**config.mk**
```make
export PLATFORM = sky130hd
export DESIGN_NAME = debug_bus_master
export DESIGN_NICKNAME = d
export VERILOG_FILES = /design/src/rtl/debug_bus_master.sv
export SDC_FILE = /design/constraint.sdc
export NUM_CORES = 1
export LEC_CHECK = 0
export CAP_MARGIN = 5
export CORE_ASPECT_RATIO = 1.5
export CORE_MARGIN = 3
export CORE_UTILIZATION = 40
export DETAILED_ROUTE_END_ITERATION = 6
export HOLD_SLACK_MARGIN = 0.12
export PLACE_DENSITY_LB_ADDON = 0.2
export SYNTH_ARGS = -nofsm -noshare
export SYNTH_HDL_FRONTEND = slang
export SYNTH_SLANG_ARGS = --single-unit
```
**constraint.sdc**
```tcl
create_clock -name clk8 -period 2.85 [get_ports clk8]
set_input_delay 0.855 -clock clk8 [delete_from_list [all_inputs] [get_ports clk8]]
set_output_delay 0.855 -clock clk8 [all_outputs]
set_load 0.01 [all_outputs]
```
**src/rtl/debug_bus_master.sv**
```systemverilog
// Single-word bus master for a 68000-style asynchronous bus: takes one command,
// arbitrates for the bus, runs one AS/DS/DTACK cycle and reports the result.
module debug_bus_master #(
    parameter int TIMEOUT = 1024
) (
    input  logic        clk8,
    input  logic        reset,
    input  logic        cmdValid,
    output logic        cmdReady,
    input  logic        cmdWrite,
    input  logic [23:0] cmdAddr,
    input  logic [1:0]  cmdByteEn,
    input  logic [15:0] cmdData,
    output logic        rspValid,
    output logic [15:0] rspData,
    output logic        rspTimeout,
    output logic        busRequest,
    input  logic        busGrant,
    output logic [23:0] busAddr,
    output logic        _busRW,
    output logic        _busAS,
    output logic        _busUDS,
    output logic        _busLDS,
    output logic [15:0] busDataOut,
    output logic        busDataOE,
    input  logic        _dtackIn,
    input  logic [15:0] busDataIn
);

    typedef enum logic [2:0] {
        IDLE    = 3'd0,
        REQ     = 3'd1,
        ADDR    = 3'd2,
        STROBE  = 3'd3,
        RELEASE = 3'd4,
        DONE    = 3'd5
    } state_t;

    localparam logic [15:0] CNT_LAST = 16'(TIMEOUT - 1);

    state_t      state_q, state_d;
    logic        write_q, write_d;
    logic [23:0] addr_q, addr_d;
    logic [1:0]  be_q, be_d;
    logic [15:0] data_q, data_d;
    logic [15:0] rdata_q, rdata_d;
    logic        tmo_q, tmo_d;
    logic [15:0] cnt_q, cnt_d;

    always_comb begin
        state_d = state_q;
        write_d = write_q;
        addr_d  = addr_q;
        be_d    = be_q;
        data_d  = data_q;
        rdata_d = rdata_q;
        tmo_d   = tmo_q;
        cnt_d   = cnt_q;
        case (state_q)
            IDLE: begin
                if (cmdValid) begin
                    write_d = cmdWrite;
                    addr_d  = {cmdAddr[23:1], cmdAddr[0] & 1'b0};
                    // No enables at all means a full word access.
                    be_d    = (cmdByteEn == 2'b00) ? 2'b11 : cmdByteEn;
                    data_d  = cmdData;
                    tmo_d   = 1'b0;
                    cnt_d   = '0;
                    state_d = REQ;
                end
            end
            REQ: begin
                if (busGrant) state_d = ADDR;
            end
            ADDR: begin
                cnt_d   = '0;
                state_d = STROBE;
            end
            STROBE: begin
                if (!_dtackIn) begin
                    if (!write_q) rdata_d = busDataIn;
                    cnt_d   = '0;
                    state_d = RELEASE;
                end else if (cnt_q == CNT_LAST) begin
                    tmo_d   = 1'b1;
                    rdata_d = '0;
                    cnt_d   = '0;
                    state_d = RELEASE;
                end else begin
                    cnt_d = cnt_q + 16'd1;
                end
            end
            RELEASE: begin
                // A responder that never lets go of DTACK must not hang us.
                if (_dtackIn) begin
                    state_d = DONE;
                end else if (cnt_q == CNT_LAST) begin
                    tmo_d   = 1'b1;
                    state_d = DONE;
                end else begin
                    cnt_d = cnt_q + 16'd1;
                end
            end
            DONE: begin
                cnt_d   = '0;
                state_d = IDLE;
            end
            default: state_d = IDLE;
        endcase
    end

    always_ff @(posedge clk8 or posedge reset) begin
        if (reset) begin
            state_q <= IDLE;
            write_q <= 1'b0;
            addr_q  <= '0;
            be_q    <= 2'b00;
            data_q  <= '0;
            rdata_q <= '0;
            tmo_q   <= 1'b0;
            cnt_q   <= '0;
        end else begin
            state_q <= state_d;
            write_q <= write_d;
            addr_q  <= addr_d;
            be_q    <= be_d;
            data_q  <= data_d;
            rdata_q <= rdata_d;
            tmo_q   <= tmo_d;
            cnt_q   <= cnt_d;
        end
    end

    logic in_cycle;
    assign in_cycle   = (state_q == ADDR) || (state_q == STROBE) || (state_q == RELEASE);

    assign cmdReady   = (state_q == IDLE);
    assign rspValid   = (state_q == DONE);
    assign rspData    = rdata_q;
    assign rspTimeout = tmo_q;
    assign busRequest = (state_q == REQ) || in_cycle;
    assign busAddr    = addr_q;
    assign busDataOut = data_q;
    assign busDataOE  = in_cycle && write_q;
    assign _busRW     = ~(in_cycle && write_q);
    assign _busAS     = ~(state_q == STROBE);
    assign _busUDS    = ~((state_q == STROBE) && be_q[1]);
    assign _busLDS    = ~((state_q == STROBE) && be_q[0]);

endmodule

```
# Word level (Yosys, flattened, before mapping)
# Index checks and enable logic that the tools add are counted.
# W data, S select, Z words.
[classes]
add_sub_neg = 1
eq_ne = 15
n_mux = 22
bitwise = 4
n_reduce_logical = 16
[op_table]
columns = ["cell", "n"]
rows = [
  ["$mux W16", 8],
  ["$pmux W16 S4", 1],
  ["$mux W3", 6],
  ["$add A16 B1 Y16 const B", 1],
  ["$eq A16 B10 Y1 const B", 1],
  ["$pmux W3 S5", 1],
  ["$ne A2 B2 Y1 const B", 6],
  ["$reduce_and A4 Y1", 3],
  ["$eq A3 B2 Y1 const B", 2],
  ["$eq A3 B3 Y1 const B", 2],
  ["$ne A3 B3 Y1 const B", 2],
  ["$mux W1", 4],
  ["$not A1 Y1", 4],
  ["$reduce_bool A4 Y1", 1],
  ["$eq A3 B1 Y1 const B", 1],
  ["$logic_and A1 B1 Y1", 3],
  ["$logic_not A3 Y1", 1],
  ["$logic_or A1 B1 Y1", 3],
  ["$pmux W1 S3", 1],
  ["$reduce_and A3 Y1", 1],
  ["$reduce_bool A3 Y1", 1],
  ["$logic_not A2 Y1", 1],
  ["$mux W2", 1],
  ["$ne A2 B1 Y1 const B", 1],
  ["2 further kinds", 2],
]
[totals]
reg_bits = 78
out_inout_bits = 65
word_cells = 66

# Longest topological paths before layout
# Gate-level depths: netlist of run 1.
[depth]
depth_word = 5
mapped_depth = 7
depth_no_buf = 6

# Worst setup path before layout of run 1
# Ideal clock, no wire load.
[synth_timing]
path_kind = "input-to-reg"
from = "input cmdValid"
to = "register cnt_q[6]"
setup_ns = 0.078
arrival_time_ns = 2.051
required_ns = 2.772
setup_slack_ns = 0.721
stages = 5
path_cell_list = "nor2b_1 o21bai_1 a221o_1 or4_1 a21oi_1"
[synth_via]
elab_chain_len = 2
[synth_lines]
columns = ["item", "line_no", "source"]
rows = [
  ["start, declared", "8", "input logic cmdValid,"],
  ["$ne A2 B2 Y1 (no line)", "n/a", ""],
  ["$reduce_and A4 Y1 (no line)", "n/a", ""],
  ["end signal, assigned", "130", "cnt_q <= cnt_d;"],
  ["end, declared", "48", "logic [15:0] cnt_q, cnt_d;"],
]
# Every way passes these cells.
# A chain may end at the register's enable or synchronous reset.

# Final worst setup path of run 1
[layout_timing]
from = "register state_q[0]"
to = "output busRequest"
[layout_via]
elab_chain_len = 4
[layout_lines]
columns = ["item", "line_no", "source"]
rows = [
  ["start, declared", "41", "state_t state_q, state_d;"],
  ["start signal, assigned", "123", "state_q <= state_d;"],
  ["$eq A3 B2 Y1", "135", "assign in_cycle = (state_q == ADDR) || (state_q == STROBE) || (state_q == RELEASE);"],
  ["$logic_or A1 B1 Y1 (2 in series)", "135", ""],
  ["$logic_or A1 B1 Y1 (*)", "141", "assign busRequest = (state_q == REQ) || in_cycle;"],
  ["end, declared", "17", "output logic busRequest,"],
]
# Every way passes the cells marked *; elsewhere a longest branch is shown, timed or not.

==> results of run 1 <==
==> worst max-delay path, stage by stage (launching register included) <==
cell	delay [ps]
sky130_fd_sc_hd__dfrtp_1	460
sky130_fd_sc_hd__buf_4	200
sky130_fd_sc_hd__nor2_1	140
sky130_fd_sc_hd__xnor2_1	160
sky130_fd_sc_hd__clkdlybuf4s50_1	570
==> final cells by class <==
type                       instances  area [um2]  area share
timing repair buffer             138        1351      0.2658
multi-input combinational        180        1346      0.2648
clock inverter                     5       35.03    0.006891
tap                              105       131.4     0.02584
sequential                        78        1953      0.3842
inverter                           8       33.78    0.006645
clock buffer                      11       232.7     0.04578
==> registers in the layout, summed over array words and instances (netlist names) <==
register	count
write_q	1
be_q	2
busAddr	23
rspData	16
busDataOut	16
cnt_q	16
state_q	3
rspTimeout	1
==> power by group <==
part	leakage (nW)	internal (mW)	switching (mW)
Sequential	0.969	1.55	0.266
Clock	0.130	0.591	0.437
Combinational	0.990	1.35	0.899
==> kinds of logic after synthesis <==
group                    count (synthesis)
AO/OA/AOI/OAI                           65
XOR/XNOR                                 5
adder cells (fa/ha/maj)                  1
buffers and inverters                   23
flip-flops                              78
multiplexers                            40
other                                    1
AND/OR/NAND/NOR                         68
==> per-layer routing <==
| metal | up-vias | wire length, um | track usage |
|---|---|---|---|
| met5 | - | 0 | 0 |
| met4 | 0 | 134 | 0.06131 |
| met3 | 14 | 693 | 0.07943 |
| met2 | 99 | 4474 | 0.3168 |
| met1 | 1363 | 3262 | 0.2191 |
| li1 | 1298 | - | - |
==> metrics by stage <==
step                      utilization  setup slack (ps)  instances
after floorplan                     -             721.3        281
after global placement         0.5899             59.45        509
after detailed placement       0.5899             26.57        509
after CTS                      0.6229             34.82        525
after global routing           0.6232             14.58        525
final                          0.6232             129.2        525
==> repair_timing <==
action | CTS | global route
hold endpoints to repair | 0 | 0
endpoints found under the setup margin | 2 | 2
resized for setup | 1 | 2
pin swaps | 0 | 0
==> worst max path at each step <==
stage	from	to	slack (ps)	cells past startpoint
2_1_floorplan	cmdValid	cnt_q[6]	720	5
3_5_place_dp	_dtackIn	rspData[10]	30	6
3_3_place_gp	_dtackIn	rspData[1]	60	6
4_1_cts	state_q[1]	busDataOE	30	5
6_report	state_q[0]	busRequest	130	4
5_1_grt	state_q[1]	busDataOE	10	5
==> cell usage in the layout, fill, tap and decap left out, types with 3 or more instances in the layout <==
cell type | netlist | final
sky130_fd_sc_hd__a21oi_1 | 13 | 13
sky130_fd_sc_hd__a22o_1 | 16 | 16
sky130_fd_sc_hd__and3_1 | 3 | 3
sky130_fd_sc_hd__buf_4 | 1 | 12
sky130_fd_sc_hd__clkbuf_16 | 0 | 9
sky130_fd_sc_hd__clkdlybuf4s50_1 | 0 | 126
sky130_fd_sc_hd__dfrtp_1 | 78 | 77
sky130_fd_sc_hd__inv_1 | 8 | 7
sky130_fd_sc_hd__mux2_2 | 40 | 40
sky130_fd_sc_hd__nand2_1 | 10 | 10
sky130_fd_sc_hd__nand3_1 | 10 | 10
sky130_fd_sc_hd__nand4_1 | 3 | 3
sky130_fd_sc_hd__nor2_1 | 17 | 16
sky130_fd_sc_hd__nor2b_1 | 4 | 4
sky130_fd_sc_hd__o21ai_0 | 14 | 13
sky130_fd_sc_hd__o22ai_1 | 3 | 3
sky130_fd_sc_hd__o31ai_1 | 4 | 4
sky130_fd_sc_hd__or3_1 | 5 | 5
sky130_fd_sc_hd__or4_1 | 4 | 4
sky130_fd_sc_hd__xor2_1 | 3 | 3
==> load_flow_metrics.sql, run 1 <==
INSERT INTO impl_metrics (metric_group, metric, value, unit) VALUES
('floorplan', 'core.rowCount', '40', ''),
('sta', 'rsz0062_at_grt', 'false', ''),
('pwr', 'peakVddDrop', '0.6107', 'mV'),
('sta', 'slew_violations', '0', ''),
('place', 'hpwlAfterDp', '6309', 'um'),
('cts', 'tritoncts_num_sinks', '78', ''),
('cts', 'cts_tree', 'yes', ''),
('yosys', 'netlist-cell-type-count', '47', ''),
('sta', 'timing.fmax', '367.5', 'MHz'),
('detailed_routing', 'drt_iter0_drc', '155', ''),
('sta', 'finalHoldViolCount', '0', ''),
('run_status', 'outcome', 'finished clean', ''),
('yosys', 'asyncSetResetFlopFracSynth', '1.000', ''),
('setup_path', 'rr_worst_depth', '6', ''),
('sta', 'endpoints_failing_setup', '0', ''),
('pwr', 'design_power_total', '5.089', 'mW'),
('yosys', 'synth.cell_area', '3403', 'um2'),
('finish', 'design_area', '5084', 'um2'),
('yosys', 'postSynthAreaPerCell', '12.11', 'um2'),
('min_path', 'min-delay-start', 'rspData[15]', ''),
('grt', 'grt.total_usage', '0.1911', ''),
('yosys', 'postSynthCellCount', '281', ''),
('floorplan', 'area_of_the_core', '8158', 'um2'),
('min_path', 'min-delay-path-class', 'reg -> reg', ''),
('detailed_routing', 'route.vias.total', '2774', ''),
('setup_path', 'crit-reg2reg-capture', 'rspData[10]', ''),
('finish', 'num_antenna_cells', '0', ''),
('grt', 'first_global_vias', '2986', ''),
('detailed_routing', 'drt_pass1_iterations', '4', ''),
('detailed_routing', 'postRouteWirelength', '8566', 'um'),
('detailed_routing', 'avgRoutedWirePerCell', '16.32', 'um'),
('finish', 'final_net_count', '480', ''),
('setup_path', 'critPathArrivalTime', '1870', 'ps'),
('cts', 'cts_hold_repair.buffers', '0', ''),
('detailed_routing', 'post_drt_via_cell_ratio', '5.284', ''),
('finish', 'area_grow_syn2layout', '49.38', '%'),
('grt', 'grt_overflow', '0', ''),
('place', 'placement.cell_area', '4812', 'um2'),
('sta', 'worst_slew_pin_slew', '1091', 'ps'),
('cts', 'clk_pin_slew_worst_paths', '60', 'ps'),
('floorplan', 'die_area', '9674', 'um2'),
('yosys', 'synthDominantCellAreaShare', '0.5735', ''),
('yosys', 'post-synth-top-area-cell', 'sky130_fd_sc_hd__dfrtp_1', ''),
('setup_path', 'timing_worst_setup_path_type', 'reg -> out', ''),
('grt', 'grt_pass1_wl', '14320', 'um'),
('setup_path', 'crit_path_end_kind', 'output pin', ''),
('yosys', 'synth.ff_latch_count', '78', ''),
('yosys', 'yosysSeqAreaShare', '0.5735', ''),
('grt', 'grt_antenna_before_repair', '0', ''),
('min_path', 'worstHoldPathCells', '1', ''),
('setup_path', 'crit_reg_reg_startpoint', 'cnt_q[0]', ''),
('yosys', 'synth-warning-count', '0', ''),
('yosys', 'synth-compound-area-share', '0.1327', ''),
('cts', 'setup_buffers_after_cts', '0', ''),
('yosys', 'share_of_synthesized_cell_area_in_full_adder_half_adder_and_majority_cells', '0.003676', ''),
('cts', 'ctsLongestPathBuffers', '2', ''),
('finish', 'n_fill_cell', '659', ''),
('sta', 'relSlewSlack', '0.2697', ''),
('yosys', 'synth-edff-count', '0', ''),
('setup_path', 'worst_setup_sp_type', 'flop', ''),
('cts', 'cell_at_the_root_of_the_clock_tree', 'sky130_fd_sc_hd__clkbuf_16', ''),
('cts', 'cts_inserted_buffers', '9', ''),
('floorplan', 'fp.dieH', '119.0', 'um'),
('place', 'weighted_congestion_at_the_end_of_routability_driven_global_placement', '0.9154', ''),
('pwr', 'total_leakage_power', '2.090', 'nW'),
('cts', 'clk_latency', '330', 'ps'),
('sta', 'finalSetupTns', '0', 'ps'),
('detailed_routing', 'ant_nets', '0', ''),
('grt', 'grt_max_degree', '50', ''),
('min_path', 'min_delay_worst_endpoint', 'rspData[15]', ''),
('setup_path', 'r2r_slack', '500', 'ps');
No activity file was read; power rests on OpenSTA's default activity.
==> run 2: changes to the inputs <==
SLEW_MARGIN = 15   (was not set)
==> results of run 2 <==
Final layout, timing and power as in run 1 (identical DEF).
